--- config.mk ---
export PLATFORM = sky130hd
export DESIGN_NAME = gpio_seqctrl
export DESIGN_NICKNAME = d
export VERILOG_FILES = /design/src/rtl/gpio_seqctrl.sv
export SDC_FILE = /design/constraint.sdc
export NUM_CORES = 1
export LEC_CHECK = 0
export ABC_AREA = 0
export CORE_MARGIN = 1.5
export CORE_UTILIZATION = 50
export CTS_BUF_LIST = sky130_fd_sc_hd__clkbuf_8 sky130_fd_sc_hd__clkbuf_16
export DETAILED_ROUTE_END_ITERATION = 10
export GPL_ROUTABILITY_DRIVEN = 1
export GPL_TIMING_DRIVEN = 0
export PLACE_DENSITY = 0.72
export SYNTH_ARGS = -nofsm -noshare
export SYNTH_HDL_FRONTEND = slang
export SYNTH_SLANG_ARGS = --single-unit
--- constraint.sdc ---
create_clock -name i_clk -period 5.2 [get_ports i_clk]
set_input_delay 1.56 -clock i_clk [delete_from_list [all_inputs] [get_ports i_clk]]
set_output_delay 1.56 -clock i_clk [all_outputs]
set_load 0.005 [all_outputs]
--- src/rtl/gpio_seqctrl.sv ---
// Timed command sequencer: CPU-queued GPIO mask/value words replayed as Wishbone writes with cycle-exact delays.
// Optional watchdog on the master bus is enabled by defining GPIO_SEQ_TIMEOUT_EN.
module gpio_seqctrl #(
  parameter int LGFIFO = 4,
  parameter int DW     = 16
) (
  input  logic        i_clk,
  input  logic        i_reset_n,
  input  logic        i_wb_cyc,
  input  logic        i_wb_stb,
  input  logic        i_wb_we,
  input  logic [1:0]  i_wb_addr,
  input  logic [31:0] i_wb_data,
  output logic        o_wb_stall,
  output logic        o_wb_ack,
  output logic [31:0] o_wb_data,
  output logic        o_gpio_cyc,
  output logic        o_gpio_stb,
  output logic        o_gpio_we,
  output logic [31:0] o_gpio_data,
  input  logic        i_gpio_stall,
  input  logic        i_gpio_ack,
  input  logic        i_gpio_err,
  output logic        o_int
);

  localparam int DEPTH = 1 << LGFIFO;
  localparam int EW    = DW + 32;

  typedef enum logic [1:0] {
    S_IDLE,
    S_WAIT,
    S_WRITE,
    S_ACK
  } state_t;

  state_t              state_q, state_d;
  logic                enable_q, enable_d;
  logic                err_q, err_d;
  logic                ovfl_q, ovfl_d;
  logic [DW-1:0]       delay_q, delay_d;
  logic [DW-1:0]       cnt_q, cnt_d;
  logic [31:0]         count_q, count_d;
  logic [31:0]         cmd_q, cmd_d;
  logic [31:0]         last_q, last_d;
  logic [LGFIFO-1:0]   wr_ptr_q, wr_ptr_d;
  logic [LGFIFO-1:0]   rd_ptr_q, rd_ptr_d;
  logic [LGFIFO:0]     fill_q, fill_d;
  logic                ack_q, ack_d;
  logic [31:0]         rdata_q, rdata_d;
  logic                int_q, int_d;

  logic [EW-1:0]       mem [DEPTH];
  logic [EW-1:0]       head;

  logic                bus_wr, ctrl_wr, delay_wr, push, count_wr, flush;
  logic                full, empty, push_ok;
  logic                pop, done, fail, accept, timeout;

  assign bus_wr   = i_wb_cyc && i_wb_stb && i_wb_we;
  assign ctrl_wr  = bus_wr && (i_wb_addr == 2'd0);
  assign delay_wr = bus_wr && (i_wb_addr == 2'd1);
  assign push     = bus_wr && (i_wb_addr == 2'd2);
  assign count_wr = bus_wr && (i_wb_addr == 2'd3);
  assign flush    = ctrl_wr && i_wb_data[1];

  // Fullness is taken from the registered fill, so a same-cycle pop never makes room.
  assign full    = (fill_q == (LGFIFO+1)'(DEPTH));
  assign empty   = (fill_q == '0);
  assign push_ok = push && !full;
  assign head    = mem[rd_ptr_q];

`ifdef GPIO_SEQ_TIMEOUT_EN
  logic [7:0] wd_q, wd_d;

  always_comb begin
    wd_d = 8'd0;
    if (state_q == S_WRITE || state_q == S_ACK) begin
      wd_d = wd_q + 8'd1;
    end
  end

  always_ff @(posedge i_clk or negedge i_reset_n) begin
    if (!i_reset_n) begin
      wd_q <= 8'd0;
    end else begin
      wd_q <= wd_d;
    end
  end

  assign timeout = (wd_q == 8'hFF);
`else
  assign timeout = 1'b0;
`endif

  always_ff @(posedge i_clk) begin
    if (push_ok) begin
      mem[wr_ptr_q] <= {delay_q, i_wb_data};
    end
  end

  // Sequencer: pop -> optional delay -> strobe -> wait for ack.
  always_comb begin
    state_d = state_q;
    cmd_d   = cmd_q;
    cnt_d   = cnt_q;
    pop     = 1'b0;
    done    = 1'b0;
    fail    = 1'b0;
    accept  = 1'b0;
    case (state_q)
      S_IDLE: begin
        if (enable_q && !empty) begin
          pop   = 1'b1;
          cmd_d = head[31:0];
          cnt_d = head[EW-1:32];
          state_d = (head[EW-1:32] != '0) ? S_WAIT : S_WRITE;
        end
      end
      S_WAIT: begin
        cnt_d = cnt_q - DW'(1);
        if (!enable_q) begin
          state_d = S_IDLE;
        end else if (cnt_q == DW'(1)) begin
          state_d = S_WRITE;
        end
      end
      S_WRITE: begin
        if (i_gpio_err) begin
          fail = 1'b1;
        end else if (!i_gpio_stall) begin
          accept = 1'b1;
          if (i_gpio_ack) begin
            done = 1'b1;
          end else begin
            state_d = S_ACK;
          end
        end else if (timeout) begin
          fail = 1'b1;
        end
      end
      S_ACK: begin
        if (i_gpio_err) begin
          fail = 1'b1;
        end else if (i_gpio_ack) begin
          done = 1'b1;
        end else if (timeout) begin
          fail = 1'b1;
        end
      end
      default: state_d = S_IDLE;
    endcase
    if (done || fail) begin
      state_d = S_IDLE;
    end
  end

  // Command FIFO bookkeeping; flush discards everything queued this cycle.
  always_comb begin
    wr_ptr_d = wr_ptr_q;
    rd_ptr_d = rd_ptr_q;
    fill_d   = fill_q;
    if (push_ok) begin
      wr_ptr_d = wr_ptr_q + LGFIFO'(1);
    end
    if (pop) begin
      rd_ptr_d = rd_ptr_q + LGFIFO'(1);
    end
    case ({push_ok, pop})
      2'b10:   fill_d = fill_q + (LGFIFO+1)'(1);
      2'b01:   fill_d = fill_q - (LGFIFO+1)'(1);
      default: fill_d = fill_q;
    endcase
    if (flush) begin
      rd_ptr_d = wr_ptr_d;
      fill_d   = '0;
    end
  end

  always_comb begin
    enable_d = enable_q;
    err_d    = err_q;
    ovfl_d   = ovfl_q;
    delay_d  = delay_q;
    count_d  = count_q;
    last_d   = last_q;
    if (ctrl_wr) begin
      enable_d = i_wb_data[0];
      if (i_wb_data[2]) begin
        err_d  = 1'b0;
        ovfl_d = 1'b0;
      end
    end
    if (delay_wr) begin
      delay_d = i_wb_data[DW-1:0];
    end
    if (push && full) begin
      ovfl_d = 1'b1;
    end
    if (accept) begin
      last_d = cmd_q;
    end
    if (done) begin
      count_d = count_q + 32'd1;
    end
    if (count_wr) begin
      count_d = 32'd0;
    end
    // A bus fault overrides any same-cycle CPU write to the control bits.
    if (fail) begin
      err_d    = 1'b1;
      enable_d = 1'b0;
    end
  end

  always_comb begin
    ack_d   = i_wb_stb;
    rdata_d = rdata_q;
    int_d   = fail || (done && (fill_d == '0));
    if (i_wb_stb && !i_wb_we) begin
      case (i_wb_addr)
        2'd0: rdata_d = {8'(fill_q), 18'd0, ovfl_q, err_q, (state_q != S_IDLE),
                         full, empty, enable_q};
        2'd1: rdata_d = 32'(delay_q);
        2'd2: rdata_d = last_q;
        default: rdata_d = count_q;
      endcase
    end
  end

  always_ff @(posedge i_clk or negedge i_reset_n) begin
    if (!i_reset_n) begin
      state_q  <= S_IDLE;
      enable_q <= 1'b0;
      err_q    <= 1'b0;
      ovfl_q   <= 1'b0;
      delay_q  <= '0;
      cnt_q    <= '0;
      count_q  <= 32'd0;
      cmd_q    <= 32'd0;
      last_q   <= 32'd0;
      wr_ptr_q <= '0;
      rd_ptr_q <= '0;
      fill_q   <= '0;
      ack_q    <= 1'b0;
      rdata_q  <= 32'd0;
      int_q    <= 1'b0;
    end else begin
      state_q  <= state_d;
      enable_q <= enable_d;
      err_q    <= err_d;
      ovfl_q   <= ovfl_d;
      delay_q  <= delay_d;
      cnt_q    <= cnt_d;
      count_q  <= count_d;
      cmd_q    <= cmd_d;
      last_q   <= last_d;
      wr_ptr_q <= wr_ptr_d;
      rd_ptr_q <= rd_ptr_d;
      fill_q   <= fill_d;
      ack_q    <= ack_d;
      rdata_q  <= rdata_d;
      int_q    <= int_d;
    end
  end

  assign o_wb_stall  = 1'b0;
  assign o_wb_ack    = ack_q;
  assign o_wb_data   = rdata_q;
  assign o_gpio_cyc  = (state_q == S_WRITE) || (state_q == S_ACK);
  assign o_gpio_stb  = (state_q == S_WRITE);
  assign o_gpio_we   = 1'b1;
  assign o_gpio_data = cmd_q;
  assign o_int       = int_q;

endmodule

==> metrics.md <==
| Metric | Value |
|---|---|
| Setup WS post-layout | `0.224 ns` |
| Ys async rst share | `19.0%` |
| Core Rows | `100` |
| Area after DPL | `40500 um^2` |
| Reg power frac | `43.7%` |
| Slew @ Worst Pin | `1.24 ns` |
| DPL Wire Length | `60.6 mm` |
| Synth cell types | `54` |
| Peak VDD IR | `0.000342 V` |
| Remaining Overflow, GRT | `0` |
| DR DRC count | `0` |
| IO Count | `112` |
| CTS tree | `built` |
| Drt first pass iters | `5` |
| Synth Area per Inst | `19.5 um^2` |
| Synthesis-to-finish area growth | `15.7%` |
| Die X-Extent | `277 um` |
| Number of H-tree levels | `3` |
| Setup crit start kind | `flop` |
| Int Power | `15.1 mW` |
| Die Y | `277 um` |
| Combinational share of power | `26.6%` |
| Crit path capture type | `flop` |
| Final ANT Viol Nets | `0` |
| Yosys reg bits | `948` |
| Max-slew headroom | `17.6%` |
| Layout cells sized above 1 | `23.6%` |
| Largest net degree at the start of global routing | `97` |
| HP Class | `reg -> reg` |
| Maxcap violations | `0` |
| First-pass GRT wire length | `139 mm` |
| Vias | `20300` |
| Cell area after layout | `43500 um^2` |
| Clk buf depth | `3` |
| Initial antenna violation count | `5` |
| RSZ-0062 raised after global routing | `no` |
| Clk_lat worst skew | `0.66 ns` |
| Clock group share of total power | `29.7%` |
| Synth Net Count | `1979` |
| NetSw | `6.42 mW` |
| Crit path required time | `5.69 ns` |
| Max Fanout on Critical Path | `11` |
| Number of synthesized flops with an enable pin | `768` |
| Setup CP Type | `reg -> reg` |
| Synth Instances | `1921` |
| Root buf cell | `clkbuf_16` |
| Worst EP arrival | `5.46 ns` |
| Port Buf Inserts | `109` |
| DRT iter0 DRCs | `2594` |
| Die area | `76800 um^2` |
| Leakage | `14.8 nW` |
| Starting Density | `50.4%` |
| Total CTS buffers | `92` |
| Fillers | `5278` |
| Final setup fails | `0` |
| Routed vias/inst | `6.33` |
| Clock-pin slew on the worst setup and hold paths | `0.06 ns` |
| Yosys Warn Count | `0` |
| Post-Route WL | `95.7 mm` |
| Sw Ratio | `29.8%` |
| Period Utilization, post-route | `95.7%` |
| CTS Sinks | `948` |
| NumNets Final | `2215` |
| Core Area | `74400 um^2` |
| Outcome | `complete, no violations` |
| Slew Viols, Final | `0` |
| Wire length per cell | `29.9 um` |
| Max Freq | `0.201 GHz` |
| Minimum clock period | `4.98 ns` |
| Final Hold Viols | `0` |
| Clk_skew | `0.0218 ns` |
| PD cells | `496 nW/um^2` |
| Worst slack, placed | `-0.533 ns` |
| Number of global-route vias before repair | `20300` |
| Register area share after synthesis | `73.4%` |
| Global Route Usage Sum | `25.2%` |
| Syn Std Cell Area | `37600 um^2` |
| Ys flop type | `edfxtp_1` |
| Post-route total power | `21.5 mW` |
| Routability Congestion | `0.879` |
[cell usage after synthesis (12+ instances only)]
library cell | instances | share of area (%)
nand3_1 | 21 | 0.28
a22oi_1 | 40 | 0.80
inv_1 | 18 | 0.18
mux4_2 | 217 | 13
ha_1 | 16 | 0.53
mux2i_1 | 35 | 0.93
buf_2 | 17 | 0.23
buf_1 | 13 | 0.13
dfrtp_1 | 180 | 12
clkbuf_1 | 63 | 0.63
and2_1 | 12 | 0.20
nor2_1 | 62 | 0.62
nand2_1 | 75 | 0.75
a21oi_1 | 39 | 0.52
o21ai_0 | 51 | 0.68
edfxtp_1 | 768 | 61
nor4_1 | 13 | 0.22
nor3_1 | 17 | 0.23
mux2_2 | 104 | 3.1
xnor2_1 | 23 | 0.54
and3_1 | 17 | 0.28
xor2_1 | 13 | 0.30
[layer usage]
layer / vias up / share of wire, % / track usage, %
met5: - / 0.028 / 0
met3: 142 / 8.8 / 4.10
met2: 1039 / 48 / 40.0
li1: 8261 / - / -
met1: 10800 / 41 / 36.8
met4: 4 / 2.1 / 6.28
[metrics by stage]
stage	TNS, ns	std cells	hold WS [ns]	utilization [%]
after floorplan	-180.80	1921	0.440	-
after global placement	-2937.16	2999	0.476	53.5
after detailed placement	-0.533	3033	0.481	54.5
after CTS	0	3203	0.495	58.3
after global routing	0	3202	0.512	58.4
final	0	3203	0.503	58.4
[kinds of logic after synthesis]
kind of cell    Yosys count  synth area share, %
fa+ha+maj                16                0.533
buf+inv                 121                 1.41
compound gates          168                 2.79
simple gates            268                 3.52
xor+xnor                 36                0.840
other cells               2               0.0200
flops                   948                 73.4
mux                     362                 17.5
[worst max-delay path, cell delays in order, from the launching register on]
cell and delay [ns]:
dfrtp_1 0.35, clkbuf_1 0.21, or4_1 0.63, o21ai_1 0.37, or2_2 0.29, clkinvlp_4 0.41
buf_2 0.41, ha_1 0.26, clkbuf_1 0.19, xor2_1 0.18, ha_1 0.21, a21oi_1 0.22
a22oi_1 0.11, a21oi_1 0.22, xnor2_1 0.14, nor2_1 0.08, o41ai_2 0.50
[power by group through the flow]
stage          logic (mW)  clock network [mW]  registers, mW
2_1_floorplan        3.78                   0           9.24
3_3_place_gp         5.59                   0           9.53
3_5_place_dp         5.72                   0           9.55
4_1_cts              5.75                6.47           9.40
5_1_grt              6.11                6.77           9.45
6_report             5.73                6.41           9.41
[layout make-up]
type / count / area (um^2) / share of cell area, %
flip-flops and latches: 948 / 27600 / 63.4
multi-input cells: 852 / 9520 / 21.9
clock buffers: 98 / 2400 / 5.51
repair buffers: 143 / 1720 / 3.95
well taps: 969 / 1210 / 2.79
clock inverters: 72 / 504 / 1.16
plain buffers: 101 / 454 / 1.05
inverters: 19 / 75.1 / 0.173
diodes: 1 / 2.50 / 0.00576
[path summary, 6_finish.rpt]
path / startpoint / endpoint / slack (ns) / cells after the start
worst max-delay path: fill_q[1] / o_int / 0.22 / 16
worst min-delay path: err_q / err_q / 0.50 / 2
worst max register to register: fill_q[1] / o_int / 0.22 / 16
worst min register to register: err_q / err_q / 0.50 / 2
max in group asynchronous: i_reset_n / o_gpio_data[26] / 3.22 / 2
min in group asynchronous: i_reset_n / cnt_q[5] / 0.86 / 1
[what timing repair did]
action / CTS / global route
setup buffers: 0 / 0
setup endpoints to repair: 0 / 1
gates resized for setup: 0 / 4
hold buffers: 0 / 0
[placed cells by master (no fill, tap or decap), drive strengths merged, types with 39 or more instances in the layout]
cell | Yosys | final
clkbuf | 63 | 160
mux2 | 104 | 104
dfrtp | 180 | 180
clkdlybuf4s50 | 0 | 108
inv | 19 | 54
nand2 | 75 | 75
edfxtp | 768 | 768
buf | 39 | 74
a22oi | 40 | 40
nor2 | 62 | 62
a21oi | 39 | 39
mux4 | 223 | 223
o21ai | 53 | 53
[registers in the layout, indices dropped and copies added (netlist names), 4 cells and up]
name and count:
delay_q 16, o_gpio_data 32, rd_ptr_q 4, wr_ptr_q 4
fill_q 5, count_q 32, last_q 32, o_wb_data 32
cnt_q 16, mem 768
Power figures use the tool's default switching activity.
